## src/rtl/state_dump_unit.sv

```systemverilog
// state_dump_unit: on a manual or periodic trigger, walks the GPR file, a CSR
// range and a data-memory window through a shared 1-cycle read port and streams
// every word as a tagged beat over a valid/ready interface. Runs beside the
// pipeline and never stalls it.
module state_dump_unit #(
    parameter int unsigned XLEN          = 32,
    parameter int unsigned N_GPR         = 32,
    parameter int unsigned N_CSR         = 69,
    parameter logic [63:0] MEM_BASE      = 64'h0,
    parameter int unsigned MEM_WORDS     = 32,
    parameter int unsigned PERIOD_CYCLES = 0
) (
    input  logic            i_clk,
    input  logic            i_rst_n,
    input  logic            i_trig,
    output logic            o_rd_en,
    output logic [1:0]      o_rd_sel,
    output logic [XLEN-1:0] o_rd_addr,
    input  logic [XLEN-1:0] i_rd_data,
    output logic            o_dump_valid,
    input  logic            i_dump_ready,
    output logic [XLEN-1:0] o_dump_data,
    output logic [17:0]     o_dump_tag,
    output logic            o_dump_last,
    output logic            o_busy,
    output logic [7:0]      o_missed
);

    localparam int unsigned IDX_W  = 16;
    localparam int unsigned CNT_W  = 32;
    localparam int unsigned MISS_W = 8;
    localparam int unsigned STRIDE = XLEN / 8;

    localparam logic [1:0] REG_HDR = 2'd0;
    localparam logic [1:0] REG_GPR = 2'd1;
    localparam logic [1:0] REG_CSR = 2'd2;
    localparam logic [1:0] REG_MEM = 2'd3;

    // First and final non-empty regions; HDR alone when every region is empty.
    localparam logic [1:0] FIRST_REG = (N_GPR > 0)     ? REG_GPR :
                                       (N_CSR > 0)     ? REG_CSR :
                                       (MEM_WORDS > 0) ? REG_MEM : REG_HDR;
    localparam logic [1:0] LAST_REG  = (MEM_WORDS > 0) ? REG_MEM :
                                       (N_CSR > 0)     ? REG_CSR :
                                       (N_GPR > 0)     ? REG_GPR : REG_HDR;
    localparam logic       ALL_EMPTY = (LAST_REG == REG_HDR);

    typedef enum logic [2:0] {
        S_IDLE,
        S_HDR,
        S_RD,
        S_CAP,
        S_SEND
    } state_t;

    state_t            state;
    logic [XLEN-1:0]   ts;
    logic [1:0]        region;
    logic [IDX_W-1:0]  idx;
    logic              pending;
    logic              per_fire;

    logic              trig_c;
    logic              hs_c;
    logic              done_c;
    logic              start_c;
    logic              busy_st_c;
    logic [1:0]        nxt_reg_c;
    logic [IDX_W-1:0]  nxt_idx_c;

    // Number of words in a region.
    function automatic logic [CNT_W-1:0] region_cnt(input logic [1:0] r);
        logic [CNT_W-1:0] n;
        case (r)
            REG_GPR: n = CNT_W'(N_GPR);
            REG_CSR: n = CNT_W'(N_CSR);
            REG_MEM: n = CNT_W'(MEM_WORDS);
            default: n = '0;
        endcase
        return n;
    endfunction

    // Next non-empty region after r, HDR when none remains.
    function automatic logic [1:0] next_region(input logic [1:0] r);
        logic [1:0] n;
        n = REG_HDR;
        if (r == REG_HDR && N_GPR > 0) begin
            n = REG_GPR;
        end else if (r <= REG_GPR && N_CSR > 0) begin
            n = REG_CSR;
        end else if (r <= REG_CSR && MEM_WORDS > 0) begin
            n = REG_MEM;
        end
        return n;
    endfunction

    // Read-port address: plain index for GPR/CSR, byte address for memory.
    function automatic logic [XLEN-1:0] addr_of(input logic [1:0] r, input logic [IDX_W-1:0] i);
        logic [XLEN-1:0] a;
        if (r == REG_MEM) begin
            a = XLEN'(MEM_BASE) + XLEN'(i) * XLEN'(STRIDE);
        end else begin
            a = XLEN'(i);
        end
        return a;
    endfunction

    // True for the final word of the final non-empty region.
    function automatic logic is_last(input logic [1:0] r, input logic [IDX_W-1:0] i);
        return (r == LAST_REG) && ((CNT_W'(i) + CNT_W'(1)) == region_cnt(r));
    endfunction

    // Periodic trigger: counter wraps every PERIOD_CYCLES clocks, fire is the wrap cycle.
    generate
        if (PERIOD_CYCLES > 0) begin : g_period
            localparam int unsigned PW = (PERIOD_CYCLES > 1) ? $clog2(PERIOD_CYCLES) : 1;
            logic [PW-1:0] pcnt;
            logic          fire_q;

            // Period counter and registered wrap pulse.
            always_ff @(posedge i_clk or negedge i_rst_n) begin
                if (!i_rst_n) begin
                    pcnt   <= '0;
                    fire_q <= 1'b0;
                end else begin
                    fire_q <= (pcnt == PW'(PERIOD_CYCLES - 1));
                    if (pcnt == PW'(PERIOD_CYCLES - 1)) begin
                        pcnt <= '0;
                    end else begin
                        pcnt <= pcnt + PW'(1);
                    end
                end
            end

            assign per_fire = fire_q;
        end else begin : g_no_period
            assign per_fire = 1'b0;
        end
    endgenerate

    // Trigger, handshake and next-word decode.
    always_comb begin
        trig_c    = i_trig | per_fire;
        hs_c      = o_dump_valid & i_dump_ready;
        done_c    = hs_c & o_dump_last;
        busy_st_c = (state != S_IDLE);
        start_c   = ((state == S_IDLE) & trig_c) | (done_c & (pending | trig_c));
        nxt_reg_c = region;
        nxt_idx_c = idx + IDX_W'(1);
        if ((CNT_W'(idx) + CNT_W'(1)) >= region_cnt(region)) begin
            nxt_reg_c = next_region(region);
            nxt_idx_c = '0;
        end
    end

    // Free-running timestamp.
    always_ff @(posedge i_clk or negedge i_rst_n) begin
        if (!i_rst_n) begin
            ts <= '0;
        end else begin
            ts <= ts + XLEN'(1);
        end
    end

    // One-deep pending request and saturating count of dropped triggers.
    always_ff @(posedge i_clk or negedge i_rst_n) begin
        if (!i_rst_n) begin
            pending  <= 1'b0;
            o_missed <= '0;
        end else begin
            if (done_c) begin
                pending <= 1'b0;
            end else if (busy_st_c && trig_c) begin
                pending <= 1'b1;
            end
            if (busy_st_c && trig_c && pending && (o_missed != {MISS_W{1'b1}})) begin
                o_missed <= o_missed + MISS_W'(1);
            end
        end
    end

    // Dump sequencer: header, then read/capture/send per word across all regions.
    always_ff @(posedge i_clk or negedge i_rst_n) begin
        if (!i_rst_n) begin
            state        <= S_IDLE;
            region       <= REG_HDR;
            idx          <= '0;
            o_rd_en      <= 1'b0;
            o_rd_sel     <= '0;
            o_rd_addr    <= '0;
            o_dump_valid <= 1'b0;
            o_dump_data  <= '0;
            o_dump_tag   <= '0;
            o_dump_last  <= 1'b0;
            o_busy       <= 1'b0;
        end else if (start_c) begin
            // New dump: header carries the timestamp of the launching cycle.
            state        <= S_HDR;
            o_dump_valid <= 1'b1;
            o_dump_data  <= ts;
            o_dump_tag   <= '0;
            o_dump_last  <= ALL_EMPTY;
            o_busy       <= 1'b1;
        end else if (done_c) begin
            state        <= S_IDLE;
            o_dump_valid <= 1'b0;
            o_dump_last  <= 1'b0;
            o_busy       <= 1'b0;
        end else begin
            case (state)
                S_IDLE: begin
                    o_busy <= 1'b0;
                end
                S_HDR: begin
                    if (hs_c) begin
                        state        <= S_RD;
                        o_dump_valid <= 1'b0;
                        region       <= FIRST_REG;
                        idx          <= '0;
                        o_rd_en      <= 1'b1;
                        o_rd_sel     <= FIRST_REG;
                        o_rd_addr    <= addr_of(FIRST_REG, '0);
                    end
                end
                S_RD: begin
                    state   <= S_CAP;
                    o_rd_en <= 1'b0;
                end
                S_CAP: begin
                    state        <= S_SEND;
                    o_dump_valid <= 1'b1;
                    o_dump_data  <= i_rd_data;
                    o_dump_tag   <= {region, idx};
                    o_dump_last  <= is_last(region, idx);
                end
                S_SEND: begin
                    if (hs_c) begin
                        state        <= S_RD;
                        o_dump_valid <= 1'b0;
                        region       <= nxt_reg_c;
                        idx          <= nxt_idx_c;
                        o_rd_en      <= 1'b1;
                        o_rd_sel     <= nxt_reg_c;
                        o_rd_addr    <= addr_of(nxt_reg_c, nxt_idx_c);
                    end
                end
                default: begin
                    state <= S_IDLE;
                end
            endcase
        end
    end

endmodule

```

## config.mk

```make
export PLATFORM = sky130hd
export DESIGN_NAME = state_dump_unit
export DESIGN_NICKNAME = d
export VERILOG_FILES = /design/src/rtl/state_dump_unit.sv
export SDC_FILE = /design/constraint.sdc
export NUM_CORES = 1
export LEC_CHECK = 0
export BUFFER_PORTS_ARGS = -buffer_cell sky130_fd_sc_hd__buf_2
export CAP_MARGIN = 20
export CORE_ASPECT_RATIO = 1.25
export CORE_MARGIN = 1.5
export CORE_UTILIZATION = 37
export DETAILED_ROUTE_END_ITERATION = 10
export PLACE_DENSITY = 0.59
export RECOVER_POWER = 25
export SYNTH_ARGS = -nofsm -noshare
export SYNTH_HDL_FRONTEND = slang
export SYNTH_SLANG_ARGS = --single-unit
export TNS_END_PERCENT = 20
```

## constraint.sdc

```tcl
create_clock -name i_clk -period 6.5 [get_ports i_clk]
set_input_delay 1.3 -clock i_clk [delete_from_list [all_inputs] [get_ports i_clk]]
set_output_delay 1.3 -clock i_clk [all_outputs]
set_load 0.02 [all_outputs]
```

# --- After elaboration in Yosys (flattened, before gate mapping) ---
# Index checks and enable logic that the tools add are counted.
word_totals:
  ff_bits: 148
  wordCells: 108
  output_inout_bits: 96
  input_bits: 36
classes:
  muxes: 43
  eq_ne: 16
  reduce_logical: 21
  addsub: 4
  order_cmp: 3
  n_bitwise: 8
op_table:
  columns: ["operator", "count"]
  rows:
  - ["32-bit two-way mux", 8]
  - ["18-bit two-way mux", 4]
  - ["32-bit case mux with 2 select lines", 1]
  - ["16-bit two-way mux", 3]
  - ["32-bit by 1-bit adder with 32-bit output, second input constant", 1]
  - ["17-bit by 32-bit == test with 1-bit output", 1]
  - ["32-bit greater-or-equal comparator", 1]
  - ["16-bit case mux with 2 select lines", 1]
  - ["16-bit by 1-bit adder with 17-bit output, second input constant", 1]
  - ["16-bit by 1-bit adder with 16-bit output, second input constant", 1]
  - ["7-bit case mux with 2 select lines", 1]
  - ["1-bit two-way mux", 12]
  - ["2-bit two-way mux", 6]
  - ["3-bit case mux with 4 select lines", 1]
  - ["3-bit two-way mux", 3]
  - ["3-bit nonzero test", 3]
  - ["8-bit by 1-bit adder with 8-bit output, second input constant", 1]
  - ["8-bit != test, second input constant", 1]
  - ["2-bit nonzero test", 4]
  - ["2-bit == test, second input constant", 3]
  - ["3-bit by 2-bit == test with 1-bit output, second input constant", 2]
  - ["2-bit AND reduction", 3]
  - ["5-bit AND reduction", 1]
  - ["1-bit AND", 4]
  - ["19 further kinds", 28]

# --- Depth between registers and ports, before layout ---
# Gate-level depths: netlist (run 1).
depth:
  ltp_word: 11
  mapped_depth: 14
  mapped_depth_nobuf: 12

# --- Worst setup path before layout (run 1) ---
# Ideal clock, no wire load.
synth_path:
  path_kind: "register to register"
  startpoint: "register idx[1]"
  endpoint: "register o_rd_addr[4]"
  n_path_buf: 2
  setup_slack_ps: 3856
  required_time_ps: 6426
  arrival_time_ps: 2570
  path_stages_with_launch: 14
  setup_ps: 74
  synth_period_minus_slack_ps: 2644
  cell_sequence: "dfrtp_1 -> ha_1 -> clkbuf_1 -> inv_1 -> nor2_1 -> xnor2_1 -> inv_1 -> ha_1 -> a2111oi_0 -> a31oi_1 -> nor4_4 -> nand3_4 -> buf_6 -> o21ai_2"
synth_between:
  elab_chain_len: 7
  word_cells_on_any_way: 9
  cone_classes: "2 x add/sub; 1 x order compare; 1 x eq/ne; 5 x mux"
synth_rtl:
  columns: ["element", "line_no", "rtl"]
  rows:
  - ["start, declared", "59", "logic [IDX_W-1:0] idx;"]
  - ["start signal, assigned", "241", "idx <= nxt_idx_c;"]
  - ["16-bit by 1-bit adder with 17-bit output", "150", "if ((CNT_W'(idx) + CNT_W'(1)) >= region_cnt(region)) begin"]
  - ["32-bit greater-or-equal comparator", "150", null]
  - ["2-bit two-way mux", "150", null]
  - ["2-bit == test", "100", "if (r == REG_MEM) begin"]
  - ["18-bit two-way mux *", "100", null]
  - ["32-bit two-way mux *", "237", "if (hs_c) begin"]
  - ["32-bit case mux with 2 select lines *", "210", "case (state)"]
  - ["end signal, assigned", "222", "o_rd_addr <= addr_of(FIRST_REG, '0);"]
  - ["end signal, assigned", "244", "o_rd_addr <= addr_of(nxt_reg_c, nxt_idx_c);"]
  - ["end, declared", "18", "output logic [XLEN-1:0] o_rd_addr,"]
# Mark *: on every way between the ends. The rest lies on a longest branch, timed or not. The select of a mux whose other input is x is not followed.
# A chain may end at the register's enable or synchronous reset.

# --- Worst setup path in the final report (run 1) ---
layout_path:
  startpoint: "register idx[0]"
  endpoint: "register o_rd_addr[7]"
# Same word-level chain as after synthesis.

==> results of run 1 <==
-- worst max-delay path: stages (launching register included) --
cell and delay (ns):
dfrtp_1 0.58, ha_1 0.40, inv_1 0.11, nor2_1 0.14, xnor2_1 0.22, inv_1 0.11
ha_1 0.23, a2111oi_0 0.31, a31oi_1 0.19, nor4_4 0.35, nand3_4 0.29, o31ai_1 0.29
-- state kept, by name, indices dropped and copies added (netlist names), 2 cells and up --
name,count
o_dump_data,32
ts,32
o_dump_tag,18
o_rd_addr,18
idx,16
o_missed,8
state,3
region,2
-- cell families (layout without fill, tap and decap cells) --
logic type,after synthesis,after routing,synth area share [%]
AOI/OAI and AO/OA,103,103,11.3
xor gates and xnor gates,48,48,6.86
adders and majority gates,12,12,2.45
buffers and inverters,54,163,4.33
DFF,134,134,54.7
muxes,3,3,0.511
other,1,14,0.0612
and+or+nand+nor,256,256,19.7
-- synthesized netlist by cell type, types with 13 or more instances --
master | n | area [um2]
a21oi_1 | 15 | 75.1
a22oi_1 | 33 | 248
and2_1 | 22 | 138
and3_1 | 13 | 81.3
buf_4 | 14 | 105
clkbuf_1 | 26 | 97.6
dfrtp_1 | 134 | 3350
nand2_1 | 143 | 537
nand3_1 | 22 | 110
nor2_1 | 25 | 93.8
o21ai_0 | 24 | 120
xnor2_1 | 31 | 272
xor2_1 | 17 | 149
-- through the flow --
| stage | power (mW) | hold WS (ns) | utilization [%] | instance area [um2] | std cells |
|---|---|---|---|---|---|
| after floorplan | 1.63 | 0.437 | - | 6170 | 624 |
| after global placement | 1.88 | 0.457 | 42.3 | 6860 | 919 |
| after detailed placement | 1.91 | 0.458 | 42.4 | 6870 | 920 |
| after CTS | 2.93 | 0.474 | 46.2 | 7490 | 949 |
| after global routing | 3.07 | 0.496 | 46.2 | 7490 | 949 |
| final | 2.89 | 0.467 | 46.2 | 7490 | 949 |
-- area by class of cell --
cell class,instances,area (um2)
clock inverter,8,149
fill,1591,8710
clock buffer,21,470
timing repair buffer,123,642
tap,216,270
inverter,11,41.3
multi-input combinational,436,2560
sequential,134,3350
-- power groups by stage --
stage	clock network [mW]	logic [mW]	registers (mW)
2_1_floorplan	0	0.421	1.21
3_3_place_gp	0	0.785	1.09
3_5_place_dp	0	0.819	1.09
4_1_cts	1.02	0.819	1.09
5_1_grt	1.07	0.898	1.11
6_report	1.00	0.804	1.09
-- layer usage --
metal | wire [um] | up-vias | global-route usage, %
li1 | - | 2268 | -
met1 | 5910 | 2319 | 20.4
met2 | 7020 | 107 | 28.6
met3 | 625 | 12 | 4.58
met4 | 143 | 0 | 4.82
met5 | 0 | - | 0
-- worst paths after layout --
path	start	to	slack (ns)	cells past startpoint
worst max-delay path	idx[0]	o_rd_addr[7]	3.18	11
worst min-delay path	o_rd_addr[1]	o_rd_addr[1]	0.47	2
worst max register to register	idx[0]	o_rd_addr[7]	3.18	11
worst min register to register	o_rd_addr[1]	o_rd_addr[1]	0.47	2
max in group asynchronous	i_rst_n	ts[25]	4.40	2
min in group asynchronous	i_rst_n	o_missed[3]	0.91	1
==> flow_summary.ini, run 1 <==
[worst_setup_path]
end_kind = flip-flop
critical_path_required_ns = 6.80
critPathKind = reg2reg
critPathMaxFanout = 15
worstSetupStartpointType = flip-flop
cp.arrival_ns = 3.62

[route]
wl_um = 13700
drc = 0
drtIter0Drc = 228
dr.pass1.iters = 4
drtAntennaViolNets = 0
wl_per_cell_um = 14.4
vias = 4706
routed_via_density = 4.96

[cts]
clock-sinks = 134
cts_hold_repair.buffers = 0
root_buffer = clkbuf_16
clk_latency_ns = 0.40
cts_made_buffers = 17
cts.path.max_buffers = 2
htreeDepth = 4
cts_setup_buffers = 0
tritoncts = done
ctsResizeCount = 0
path_clk_slew_ns = 0.05

[power_and_ir_drop]
intPower_mw = 1.89
p_sw_share_pct = 34.6
vdd_ir_drop_max_mv = 0.222
power_leakage_nw = 3.81
p_seq_share_pct = 37.5
powerDensity_mw_per_mm2 = 387
p_sw_mw = 1.00
power_frac_clock_pct = 34.7
combPwrFrac_pct = 27.8

[global_routing]
grt_max_degree = 80
grtUsageTotal_pct = 16.6
grt_pass1_vias = 4820
antenna_found_initial = 0
grt_pass1_wl_um = 23400
overflow = 0

[die]
die_w_um = 118
num_rows = 52
pin_count = 132
core-area_mm2 = 0.0162
die_area_mm2 = 0.0173
initial_core_util_pct = 37.8
die_h_um = 147

[logic_synthesis]
synth_seq_cells = 134
postSynthAreaPerCell_um2 = 10.0
synth-edff-count = 0
synth_area_mm2 = 0.00612
syn_inst = 611
yosysWarnings = 0
seq_area_frac_synth_pct = 54.7
ys_types = 51
async_reset_ff_share_pct = 100
synth_ff_type = dfrtp_1

[sta]
setup_viol_count_final = 0
relSlewSlack_pct = 51.6
fin_ws_ns = 3.18
tns_ns = 0
report.final.slew_viol_count = 0
rsz0062_at_grt = false
max_freq_mhz = 301
fin_crit_sh_pct = 51.1
final_hold_viol_count = 0
skew_ns = 0.0123
worst_pin_slew_ns = 0.727
finalCriticalPeriod_ns = 3.32

[min_path]
min_path_type = reg2reg

[outcome]
status = finished clean

[placed_design]
globalplace.congestion = 0.777
io_buffers = 117
dp_worst_setup_slack_ns = 3.13
dp_hpwl_um = 9600

[cells_and_area]
layout_commonest_cell = nand2_1
final_layout_size_suffix_gt1_share_pct = 23.3
diodes = 0
fin_nets = 771
final_cell_mix = 143 x nand2_1, 134 x dfrtp_1, 114 x buf_2, 33 x a22oi_1, 31 x xnor2_1
syn2layout_area_growth_pct = 22.3

[flow_run]
max_cap_violations = 0
Power figures use the tool's default switching activity.
==> run 2: changes to the inputs <==
- PLACE_DENSITY: 0.59 -> 0.61
- clock period: 6.5 -> 2.9 ns (I/O delays scaled with it)
==> run 2 against run 1 <==
Compared with the run above: the run now ends with capacitance limit, slew limit left; setup slack worse by 2.9 ns; critical path depth unchanged; wire length up 5.9%; hold slack got worse by 0.067 ns; count of clock-buffer cells in the layout decreased by 1; highest routed layer unchanged.
==> flow_summary.ini, run 2 (synthesis results as in run 1) <==
[route]
drc = 0
routed_via_density = 4.89
drtAntennaViolNets = 0
vias = 4735
wl_um = 14500
dr.pass1.iters = 4
drtIter0Drc = 191
wl_per_cell_um = 15.0

[cts]
root_buffer = clkbuf_16
clock-sinks = 134
tritoncts = done
cts_hold_repair.buffers = 0
cts_made_buffers = 17
path_clk_slew_ns = 0.06
clk_latency_ns = 0.41
htreeDepth = 4
cts.path.max_buffers = 2

[sta]
rsz0062_at_grt = false
skew_ns = 0.0122
final_hold_viol_count = 0
max_freq_mhz = 378
tns_ns = 0
report.final.slew_viol_count = 47
fin_crit_sh_pct = 91.2
worst_pin_slew_ns = 2.21
finalCriticalPeriod_ns = 2.64
setup_viol_count_final = 0
relSlewSlack_pct = -47.1

[worst_setup_path]
max_stage_delay_ns = 0.48
critical_path.top_delay_family = compound AO/OA/AOI/OAI gates
rr_startpoint = idx[2]
critical_path_required_ns = 3.18
end_kind = flip-flop
worst-path-buf-inv = 2
worstSetupStartpointType = flip-flop
cp_cell_sequence = and3_1 > nand3_1 > xor2_1 > inv_1 > ha_1 > a2111oi_2 > a31oi_1 > nor4_4 > buf_4 > a31oi_1 > a2bb2oi_1
worstReg2RegEnd = region[0]
critPathMaxFanout = 7
cp.arrival_ns = 2.93
cpMaxStageDelayCell = dfrtp_1
crit_top_cell = a31oi_1
rr_worst_depth = 11
rrSetupSlack_ns = 0.26
critPathKind = reg2reg

[cells_and_area]
fin_nets = 787
final_layout_size_suffix_gt1_share_pct = 25.7
diodes = 0
top_regs = o_dump_data x32, ts x32
syn2layout_area_growth_pct = 24.0
final_cell_mix = 143 x nand2_1, 133 x dfrtp_1, 116 x buf_2, 33 x a22oi_1, 31 x xnor2_1
layout_commonest_cell = nand2_1

[global_routing]
overflow = 0
grt_pass1_vias = 4843
grt_max_degree = 58
grt_pass1_wl_um = 24300
antenna_found_initial = 0
grtUsageTotal_pct = 17.4

[die]
die_area_mm2 = 0.0173
pin_count = 132
initial_core_util_pct = 37.8
num_rows = 52
die_h_um = 147
die_w_um = 118
core-area_mm2 = 0.0162

[placed_design]
globalplace.congestion = 0.868
dp_hpwl_um = 10400
io_buffers = 117

[min_path]
whs_path_depth = 3
min-delay-start = i_rd_data[8]
min_to = o_dump_data[8]
min_path_type = in2reg

[outcome]
status = finished with violations
violations = capacitance limit, slew limit

[power_and_ir_drop]
power_leakage_nw = 3.87
p_total_mw = 6.42
vdd_ir_drop_max_mv = 0.483
powerDensity_mw_per_mm2 = 846

[flow_run]
max_cap_violations = 1
[run 2: cell count changes in the layout (fill, tap and decap cells not counted), moves of 2 or more]
cell,previous run,this run
buf_12,0,2
buf_2,114,116
buf_4,5,19
bufinv_16,4,1
clkbuf_1,3,1
clkinvlp_4,2,4
inv_6,0,3
[run 2: final cells by class]
cell class,instances,area [um2]
Sequential cell,134,3350
Timing Repair Buffer,139,785
Fill cell,1523,8600
Inverter,11,41.3
Tap cell,216,270
Clock inverter,12,120
Clock buffer,20,457
Multi-Input combinational cell,436,2570
[run 2: metrics by stage]
stage	util, %	instances	hold WS (ns)	instance area [um2]	setup slack (ns)
after floorplan	-	624	0.284	6170	0.256
after detailed placement	43.1	932	0.459	6980	0.0847
after global placement	43.1	932	0.457	6980	0.189
final	46.9	968	0.401	7600	0.256
after CTS	46.6	964	0.122	7560	0.0616
after global routing	46.9	968	0.393	7600	0.0164
[run 2: worst max path at each step]
stage / endpoint / startpoint / cells past startpoint
after floorplan: o_rd_addr[4] / idx[1] / 13
after global placement: o_rd_addr[8] / idx[2] / 10
after detailed placement: o_rd_addr[0] / idx[1] / 8
after CTS: o_rd_addr[0] / idx[1] / 8
after global routing: region[0] / idx[1] / 12
final: region[0] / idx[2] / 11
[run 2: power by group]
part	switching, mW	leakage [nW]	internal [mW]	total [mW]
Combinational	1.28	1.80	0.646	1.93
Sequential	0.248	1.80	2.17	2.42
Clock	0.841	0.272	1.24	2.08
Total	2.37	3.87	4.05	6.42
[run 2: timing repair]
action	in CTS	in global routing
buffers inserted	0	4
gates resized for setup	0	3
setup endpoints to repair	0	18
[run 2: worst min-delay path, cell delays in order]
cell and delay [ns]:
buf_2 0.08, a22oi_1 0.06, nand2_1 0.05
[run 2: routing by layer]
metal / routed length, um / GRT usage, % / vias to the layer above
li1: - / - / 2303
met1: 6140 / 20.9 / 2298
met2: 7430 / 29.9 / 118
met3: 637 / 4.50 / 16
met4: 300 / 6.28 / 0
met5: 0 / 0 / -
==> run 3: changes to the inputs <==
- ABC_AREA: default -> 1
- CORE_ASPECT_RATIO: 1.25 -> default
- PLACE_DENSITY: 0.61 -> 0.6
==> run 3 against run 2 <==
Compared with the run above: the flow still finishes with violations (capacitance limit, slew limit); largest power group is now combinational logic; largest cell class unchanged; critical endpoint is now o_rd_addr[3]; core utilization down 0.81 points; global-route usage up 0.74 points; die area up 5.4%.
==> flow_summary.ini, run 3 <==
[sta]
skew_ns = 0.00778
finalCriticalPeriod_ns = 2.62
fin_crit_sh_pct = 90.2
report.final.slew_viol_count = 63
worst_pin_slew_ns = 1.63
tns_ns = 0
relSlewSlack_pct = -8.51
rsz0062_at_grt = false
setup_viol_count_final = 0
max_freq_mhz = 382
final_hold_viol_count = 0

[global_routing]
grt_pass1_wl_um = 25800
antenna_found_initial = 0
grt_use_met2_pct = 30.0
overflow = 0
grt_pass1_vias = 5188
top_usage_layer = met2
met1_usage_pct = 23.1
grt_max_degree = 63
use_met3_pct = 3.67
grtUsageTotal_pct = 18.1

[cells_and_area]
fin_nets = 920
final_cell_mix = 209 x nand2_1, 134 x dfrtp_1, 116 x buf_2, 91 x inv_1, 49 x nand3_1
top_regs = o_dump_data x32, ts x32
fillers = 1742
diodes = 0
syn2layout_area_growth_pct = 22.5
layout_commonest_cell = nand2_1
final_layout_size_suffix_gt1_share_pct = 20.9

[worst_setup_path]
worstReg2RegEnd = o_rd_addr[3]
critPathMaxFanout = 10
critical_path_required_ns = 3.21
critPathKind = reg2reg
cp.arrival_ns = 2.93
startpoint = idx[0]
rrSetupSlack_ns = 0.28
rr_worst_depth = 15
rr_startpoint = idx[0]
endpoint = o_rd_addr[3]
end_kind = flip-flop
worstSetupStartpointType = flip-flop

[logic_synthesis]
yosysMostFrequentCell = nand2_1
seq_area_frac_synth_pct = 51.9
postSynthAreaPerCell_um2 = 8.69
ys_types = 40
synth-edff-count = 0
synth_seq_cells = 134
yosys.area.top_type_share_pct = 51.9
synth_ff_type = dfrtp_1
synth_area_mm2 = 0.00646
syn_inst = 744
synth.area.top_cells = dfrtp_1 52%, nand2_1 12%, inv_1 5.3%
yosysTopAreaCell = dfrtp_1
synthTopCellsByCount = 209 x nand2_1, 134 x dfrtp_1, 91 x inv_1
async_reset_ff_share_pct = 100
yosysWarnings = 0

[placed_design]
globalplace.congestion = 0.834
io_buffers = 117
dp_hpwl_um = 11100

[power_and_ir_drop]
powerDensity_mw_per_mm2 = 958
power_leakage_nw = 4.17
vdd_ir_drop_max_mv = 0.447
p_total_mw = 7.58

[cts]
cts_hold_repair.buffers = 0
root_buffer = clkbuf_16
path_clk_slew_ns = 0.06
cts_setup_buffers = 0
tritoncts = done
htreeDepth = 4
ctsResizeCount = 0
cts_made_buffers = 17
clk_latency_ns = 0.42
clock-sinks = 134
cts.path.max_buffers = 2

[route]
drc = 0
routed_via_density = 4.76
dr.pass1.iters = 6
wl_per_cell_um = 14.0
drtAntennaViolNets = 0
vias = 5282
wl_um = 15500
drtIter0Drc = 316

[die]
initial_core_util_pct = 37.6
core-area_mm2 = 0.0172
die_w_um = 135
num_rows = 48
pin_count = 132
die_area_mm2 = 0.0183
die_h_um = 135

[outcome]
status = finished with violations
violations = capacitance limit, slew limit

[min_path]
min_path_type = in2reg

[flow_run]
max_cap_violations = 1
-- run 3: cell count changes in the layout (fill, tap and decap cells not counted), sizes merged, moves of 24 or more --
cell   before  now
a22oi      33    9
nand3      23   51
xnor2      31    5
nand2     143  215
nor2       25   55
inv        15   98
-- run 3: logic make-up after synthesis --
logic type      after synthesis  share of synthesized area, %
other cells                   1                        0.0580
xor+xnor                     38                          5.15
fa+ha+maj                    12                          2.32
buf+inv                     124                          8.13
mux                           1                         0.174
flops                       134                          51.9
simple gates                358                          24.8
compound gates               76                          7.45
-- run 3: worst min path at each step --
stage	end	cells past startpoint	start	slack, ns
2_1_floorplan	idx[0]	0	i_rst_n	0.28
3_3_place_gp	o_rd_addr[11]	2	o_rd_addr[11]	0.44
3_5_place_dp	o_rd_addr[17]	2	o_rd_addr[17]	0.45
4_1_cts	o_missed[7]	1	i_rst_n	0.17
5_1_grt	o_dump_data[7]	3	i_rd_data[7]	0.36
6_report	o_dump_data[14]	3	i_rd_data[14]	0.35
-- run 3: where the power goes --
part | leakage [nW] | internal, mW | total [mW] | switching (mW)
clock | 0.304 | 1.47 | 2.32 | 0.852
sequential | 1.80 | 2.22 | 2.49 | 0.274
combinational | 2.07 | 0.865 | 2.77 | 1.90
-- run 3: stage by stage --
stage	std cells	hold slack, ns	worst slack [ns]	utilization (%)	cell area [um2]
CTS	1110	0.169	0.280	46.2	7940
global placement	1078	0.445	0.360	42.5	7300
detailed placement	1078	0.447	0.296	42.5	7300
floorplan	757	0.284	0.465	-	6510
finish	1110	0.355	0.283	46.1	7920
global route	1110	0.358	0.00805	46.1	7920
-- run 3: metal layers --
metal  part of all wire (%)  vias to the layer above
met3                    3.3                       28
met2                     49                      100
met5                      0                        -
met4                    2.2                        0
li1                       -                     2622
met1                     46                     2532
-- run 3: critical path, stage by stage (launching register included) --
cell and delay (ns):
dfrtp_1 0.42, ha_1 0.25, nand2_1 0.10, nor2_2 0.15, xor2_1 0.32, ha_1 0.31, nand3_1 0.11, nor2_1 0.08
nor2_4 0.16, nand3_4 0.12, nand2_1 0.12, nand2_4 0.10, nand2_8 0.11, nand2_1 0.05, nand3_1 0.07, nand2_1 0.05
-- run 3: final cells by class --
| cell class | instances | area [um2] | share of cell area, % |
|---|---|---|---|
| Multi-Input combinational cell | 499 | 2640 | 33.4 |
| Tap cell | 225 | 282 | 3.56 |
| Timing Repair Buffer | 126 | 649 | 8.20 |
| Clock inverter | 14 | 196 | 2.48 |
| Sequential cell | 134 | 3350 | 42.4 |
| Inverter | 94 | 353 | 4.46 |
| Clock buffer | 18 | 439 | 5.55 |
